--- src/rtl/burst_line_adapter.sv ---
// Cache-line to memory-burst adapter: turns one line fill/writeback request into
// BEATS memory beats and reports completion with a single resp_valid pulse.
module burst_line_adapter #(
    parameter int LINE_BITS = 256,
    parameter int BEAT_BITS = 64,
    parameter int ADDR_BITS = 32
) (
    input  logic                 clk,
    input  logic                 rst,
    input  logic                 flush,
    input  logic                 req_valid,
    output logic                 req_ready,
    input  logic                 req_write,
    input  logic [ADDR_BITS-1:0] req_addr,
    input  logic [LINE_BITS-1:0] req_wdata,
    output logic                 resp_valid,
    output logic [ADDR_BITS-1:0] resp_addr,
    output logic [LINE_BITS-1:0] resp_rdata,
    output logic [ADDR_BITS-1:0] mem_addr,
    output logic                 mem_read,
    output logic                 mem_write,
    output logic [BEAT_BITS-1:0] mem_wdata,
    input  logic                 mem_ready,
    input  logic                 mem_rvalid,
    input  logic [BEAT_BITS-1:0] mem_rdata
);

    localparam int BEATS = LINE_BITS / BEAT_BITS;
    localparam int CW    = $clog2(BEATS);
    localparam int BOFF  = $clog2(BEAT_BITS);
    localparam logic [CW-1:0]        LAST_BEAT = CW'(BEATS - 1);
    localparam logic [ADDR_BITS-1:0] LINE_MASK = ADDR_BITS'((LINE_BITS / 8) - 1);

    typedef enum logic [2:0] {
        IDLE    = 3'd0,
        RD_REQ  = 3'd1,
        RD_BEAT = 3'd2,
        WR_BEAT = 3'd3,
        DONE    = 3'd4,
        DRAIN   = 3'd5
    } state_e;

    state_e                 state_q, state_d;
    logic [CW-1:0]          cnt_q, cnt_d;
    logic [ADDR_BITS-1:0]   addr_q, addr_d;
    logic                   write_q, write_d;
    logic [LINE_BITS-1:0]   line_q, line_d;

    // Bit offset of the current beat inside the line (beat width is a power of two).
    logic [CW+BOFF-1:0]     beat_base;
    assign beat_base = {cnt_q, BOFF'(0)};

    always_ff @(posedge clk) begin
        if (rst) begin
            state_q <= IDLE;
            cnt_q   <= '0;
            addr_q  <= '0;
            write_q <= 1'b0;
            line_q  <= '0;
        end else begin
            state_q <= state_d;
            cnt_q   <= cnt_d;
            addr_q  <= addr_d;
            write_q <= write_d;
            line_q  <= line_d;
        end
    end

    always_comb begin
        state_d    = state_q;
        cnt_d      = cnt_q;
        addr_d     = addr_q;
        write_d    = write_q;
        line_d     = line_q;
        req_ready  = 1'b0;
        resp_valid = 1'b0;
        mem_addr   = '0;
        mem_read   = 1'b0;
        mem_write  = 1'b0;
        mem_wdata  = '0;

        case (state_q)
            IDLE: begin
                req_ready = !flush && !rst;
                if (req_valid && !flush) begin
                    // The one line buffer holds the writeback data or collects the fill.
                    addr_d  = req_addr & ~LINE_MASK;
                    write_d = req_write;
                    line_d  = req_wdata;
                    cnt_d   = '0;
                    state_d = req_write ? WR_BEAT : RD_REQ;
                end
            end

            RD_REQ: begin
                mem_read = 1'b1;
                mem_addr = addr_q;
                if (flush) begin
                    state_d = IDLE;
                end else if (mem_ready) begin
                    state_d = RD_BEAT;
                end
            end

            RD_BEAT: begin
                if (mem_rvalid) begin
                    cnt_d = cnt_q + CW'(1);
                    if (!flush) begin
                        line_d[beat_base +: BEAT_BITS] = mem_rdata;
                    end
                end
                // A beat arriving with the flush still counts toward the burst length.
                if (flush) begin
                    state_d = (mem_rvalid && cnt_q == LAST_BEAT) ? IDLE : DRAIN;
                end else if (mem_rvalid && cnt_q == LAST_BEAT) begin
                    state_d = DONE;
                end
            end

            WR_BEAT: begin
                mem_write = 1'b1;
                mem_addr  = addr_q;
                mem_wdata = line_q[beat_base +: BEAT_BITS];
                if (mem_ready) begin
                    cnt_d = cnt_q + CW'(1);
                    if (cnt_q == LAST_BEAT) begin
                        state_d = DONE;
                    end
                end
            end

            DONE: begin
                resp_valid = write_q || !flush;
                state_d    = IDLE;
            end

            DRAIN: begin
                // Memory still owes the rest of the burst; swallow it without touching the buffer.
                if (mem_rvalid) begin
                    cnt_d = cnt_q + CW'(1);
                    if (cnt_q == LAST_BEAT) begin
                        state_d = IDLE;
                    end
                end
            end

            default: begin
                state_d = IDLE;
            end
        endcase
    end

    // Last completed (or partially filled) line stays visible between requests.
    assign resp_addr  = addr_q;
    assign resp_rdata = line_q;

endmodule

--- config.mk ---
export PLATFORM = sky130hd
export DESIGN_NAME = burst_line_adapter
export DESIGN_NICKNAME = d
export VERILOG_FILES = /design/src/rtl/burst_line_adapter.sv
export SDC_FILE = /design/constraint.sdc
export NUM_CORES = 1
export LEC_CHECK = 0
export ABC_AREA = 1
export BUFFER_PORTS_ARGS = -buffer_cell sky130_fd_sc_hd__buf_2
export CAP_MARGIN = 20
export CORE_AREA = 2 2 288 290
export CTS_CLUSTER_SIZE = 28
export DETAILED_ROUTE_END_ITERATION = 12
export DIE_AREA = 0 0 290 292
export REMOVE_ABC_BUFFERS = 1
export SETUP_SLACK_MARGIN = 0.5
export SYNTH_ARGS = -nofsm -noshare
export SYNTH_HDL_FRONTEND = slang
export SYNTH_SLANG_ARGS = --single-unit
--- constraint.sdc ---
create_clock -name clk -period 3.55 [get_ports clk]
set_clock_uncertainty 0.05 [all_clocks]
set_input_delay 0.355 -clock clk [delete_from_list [all_inputs] [get_ports clk]]
set_output_delay 0.355 -clock clk [all_outputs]
set_load 0.01 [all_outputs]
-- Word level (Yosys, flattened, before mapping)
Cells that the tools add are included.
- reductions and logical operators: 15
- shift-type cells: 3
- add/subtract/negate cells: 2
- mux-type cells: 27
- eq/ne operators: 16
- operators with widths (operator ; number):
    $mux 256 ; 3
    $pmux 256 s2 ; 1
    $bwmux 256 ; 1
    $shift 64x10->256 const A ; 1
    $shiftx 256x9->64 ; 1
    $shiftx 64x10->256 ; 1
    $mux 64 ; 1
    $mux 32 ; 1
    $mux 3 ; 10
    $pmux 3 s5 ; 1
    $ne 2x2->1 const B ; 7
    $neg 8->10 ; 1
    $mux 2 ; 4
    $reduce_and 4->1 ; 2
    $reduce_and 7->1 ; 1
    $eq 3x2->1 const B ; 2
    $eq 3x3->1 const B ; 2
    $ne 3x3->1 const B ; 2
    $pmux 2 s3 ; 1
    $mux 1 ; 4
    $reduce_or 2->1 ; 2
    $eq 3x1->1 const B ; 1
    $logic_and 1x1->1 ; 3
    $logic_not 3->1 ; 1
    other kinds (8) ; 9
- logic and storage cells: 68
- bits of input ports: 359
- register bits after elaboration: 289
- output and inout port bits: 388

-- Longest topological paths before layout
- depth after elaboration: 6
- mapped depth: 14
- depth with buffers taken out: 10

-- Least setup slack after synthesis
OpenSTA, ideal clock, no wires.
- kind: reg2reg
- start: register cnt_q[0]
- end: register line_q[244] (netlist: resp_rdata[244])
- data arrival time: 2.326 ns
- library setup time: 0.064 ns
- path buffers: 5
- data required time: 3.436 ns
- stages on the path, launching flop included: 15
- path slack: 1.110 ns
- period minus slack after synthesis: 2.440 ns
- cell sequence: dfxtp_1 buf_4 inv_2 buf_2 clkbuf_1 ha_1 inv_1 nand2_1 nor2_1 buf_2 buf_4 nand2_1 nand2_1 nor2_1 nor2_1
- cells in the longest elaborated chain, start to end: 6
- elaborated cells between the ends (all ways): 7
- those cells by class: add/sub (1); shift (2); mux (4)
- RTL lines (item ; RTL line ; RTL):
    start: declaration ; 44 ; logic [CW-1:0] cnt_q, cnt_d;
    start signal: assignment ; 62 ; cnt_q <= cnt_d;
    $neg 8->10 * ; 109 ; line_d[beat_base +: BEAT_BITS] = mem_rdata;
    $shiftx 64x10->256 / $shift 64x10->256 (equally long branches) ; 109 ;
    $bwmux 256 * ; 109 ;
    $mux 256 * ; 108 ; if (!flush) begin
    $mux 256 * ; 106 ; if (mem_rvalid) begin
    $pmux 256 s2 * ; 82 ; case (state_q)
    end signal: assignment ; 65 ; line_q <= line_d;
    end: declaration ; 47 ; logic [LINE_BITS-1:0] line_q, line_d;
Mark *: on every way between the ends. The rest lies on a longest branch, timed or not. The select of a mux whose other input is x is not followed.
A chain may end at the register's enable or synchronous reset.

-- Final worst setup path
- start: register state_q[1]
- end: output mem_wdata[49]
- cells in the longest elaborated chain, start to end: 2
- RTL lines (item ; RTL line ; RTL):
    start: declaration ; 43 ; state_e state_q, state_d;
    start signal: assignment ; 61 ; state_q <= state_d;
    $eq 3x2->1 ; 82 ;
    $mux 64 ; 82 ;
    end: declaration ; 22 ; output logic [BEAT_BITS-1:0] mem_wdata,
Every way passes these cells.

==> results.ini <==
[setup_path]
worst_ep_required_time_ns = 3.14
critPathLaunchType = flop
critical_path_arrival_ns = 2.43
path_max_fanout = 8
end_kind = primary output
worst-r2r-setup-slack_ns = 0.86
path_class = reg -> out

[clock_network]
ctsHtreeMaxLevel = 2
cts_root_buf = clkbuf_16
clkSinkCount = 289
cts.clk_slew.worst_paths_ns = 0.06
clk_latency_ns = 0.54
cts_tree = done
cts_buffer_depth = 3
cts_made_buffers = 39

[pwr]
cellLeakagePower_nw = 13.1
vdd_ir_drop_max_mv = 1.16
switching_power_mw = 13.6
combPwrFrac_pct = 61.4
power_mw = 25.8
switching_share_pct = 52.6
pwr-share-clk_pct = 15.9
p_seq_share_pct = 22.7
p_per_area_nw_per_um2 = 1060
p_int_mw = 12.2

[layout]
final_cell_mix = 1,124 x nand2_1, 731 x buf_2, 495 x nor2_1
nNetsFinal = 4210
drive_gt1_share_pct = 22.7
final_common_cell = nand2_1
area_delta_synth_final_pct = 32.4
fillers = 9232

[route]
drt-total-wl_um = 92700
detail_route.drc_violations = 0
drtIter0Drc = 1832
wl_per_cell_um = 18.7
via_count = 23200
vias_per_cell = 4.68
firstDrtPassIters = 5
ant_nets = 0

[floorplan]
rows = 105
io_pins = 747
die_h_um = 292
die_w_um = 290
die_area_um2 = 84700
initial_utilization_pct = 22.5
core-area_um2 = 81600

[global_route]
gr-total-overflow = 0
antenna_found_initial = 14
grt_pass1_wl_um = 136000
grt_usage_pct = 20.8
grt_max_degree = 141
grt_pass1_vias = 21300

[timing]
whs_ns = 0.0357
slew_headroom_pct = 24.7
fin_ws_ns = 0.714
rsz0062_at_grt = no
setup_violations = 0
finalCritPeriodShare_pct = 79.9
worst_slew_pin_slew_ns = 1.13
min_period_ns = 2.84
tns_ns = 0
fmax_ghz = 0.353
hold_violations = 0
finalMaxSlewViolations = 0

[synth]
avgSynthCellArea_um2 = 5.65
netlist_instances = 3250
yosysSeqAreaShare_pct = 31.5
ys_types = 28
ys_ff_latch = 289
syn_area_um2 = 18400
yosysWarnings = 0

[run]
maxCapViolCount = 0

[hold_path]
holdCritPathClass = in -> reg

[placed_design]
port_buffers = 731
hpwl_um = 62800
gp_congestion = 0.889
pre_cts_slack_ns = 0.673

[outcome]
status = finished, final reports clean

## cells by family after synthesis
family | after synthesis | synth area share [%]
AND/OR/NAND/NOR | 1845 | 39.5
buffers and inverters | 566 | 13.3
AO/OA/AOI/OAI | 543 | 15.2
flip-flops | 289 | 31.5
adder cells (fa/ha/maj) | 6 | 0.409
other | 1 | 0.0204
## routing by layer
layer	share of wire (%)	GRT usage, %
met1	41	26.0
met2	47	34.7
met3	8.4	4.47
met4	3.9	8.70
met5	0.029	0
## power groups by stage
stage / clock network (mW) / logic [mW] / registers, mW
floorplan: 0 / 8.19 / 6.24
detailed placement: 0 / 15.6 / 5.88
global route: 4.33 / 17.6 / 6.00
CTS: 4.19 / 15.7 / 5.83
finish: 4.10 / 15.8 / 5.85
global placement: 0 / 15.5 / 5.86
## synthesized netlist by cell type
master | instances | area share, %
nand2_2 | 2 | 0.068
a21oi_1 | 288 | 7.9
buf_2 | 80 | 2.2
conb_1 | 1 | 0.020
clkinv_2 | 1 | 0.027
inv_2 | 8 | 0.16
buf_1 | 23 | 0.47
nor2_2 | 1 | 0.034
ha_1 | 6 | 0.41
buf_4 | 22 | 0.90
nor2_4 | 3 | 0.18
nor2_1 | 500 | 10
inv_4 | 1 | 0.034
clkinv_1 | 1 | 0.020
buf_6 | 18 | 1.1
nand3_4 | 1 | 0.095
a211oi_1 | 1 | 0.041
dfxtp_1 | 289 | 32
or2_1 | 2 | 0.068
nand2_1 | 1125 | 23
o211ai_1 | 28 | 1.1
nand4_1 | 1 | 0.034
nand3_2 | 3 | 0.16
clkbuf_1 | 113 | 2.3
o21ai_0 | 226 | 6.2
inv_1 | 299 | 6.1
nor3_1 | 1 | 0.027
nand3_1 | 206 | 5.6
## cell type report
type	instances	area (µm²)	share of cell area [%]
diodes	10	25.0	0.103
clock buffers	59	1150	4.75
clock inverters	9	125	0.515
multi-input cells	2404	10200	42.1
repair buffers	801	4450	18.3
inverters	310	1190	4.88
flip-flops and latches	289	5790	23.8
well taps	1070	1340	5.51
## sequential cells by signal, indices dropped and copies added, names as in the netlist
register	count
resp_addr	27
cnt_q	2
state_q	3
resp_rdata	256
write_q	1
## per-stage QoR
step	area [µm²]	util [%]	instances
after floorplan	17100	-	3003
after global placement	22800	28.0	4857
after detailed placement	22800	28.0	4857
after CTS	24300	29.7	4942
after global routing	24300	29.8	4949
final	24300	29.8	4952
## path summary, 6_finish.rpt
kind,startpoint,endpoint,cells past startpoint
max reg2reg,state_q[2]$_SDFFE_PP0P_,resp_rdata[237]$_SDFFE_PP0P_,8
min,req_addr[15],resp_addr[15]$_SDFFE_PP0P_,3
max,state_q[1]$_SDFFE_PP0P_,mem_wdata[49],7
min reg2reg,write_q$_SDFFE_PP0P_,write_q$_SDFFE_PP0P_,2
## repair_timing
item	in CTS	in global routing
resized for setup	1	1
buffers inserted	5	0
hold endpoints to repair	12	0
setup endpoints to repair	61	18
hold buffers	12	0
## critical path, stage by stage, from the launching register on
cell and delay, ns:
dfxtp_1 0.54, nand2_1 0.14, nor2_2 0.26, clkinv_4 0.09, buf_12 0.16, buf_4 0.18, a21oi_1 0.32, buf_2 0.21
No activity file was read; power rests on OpenSTA's default activity.
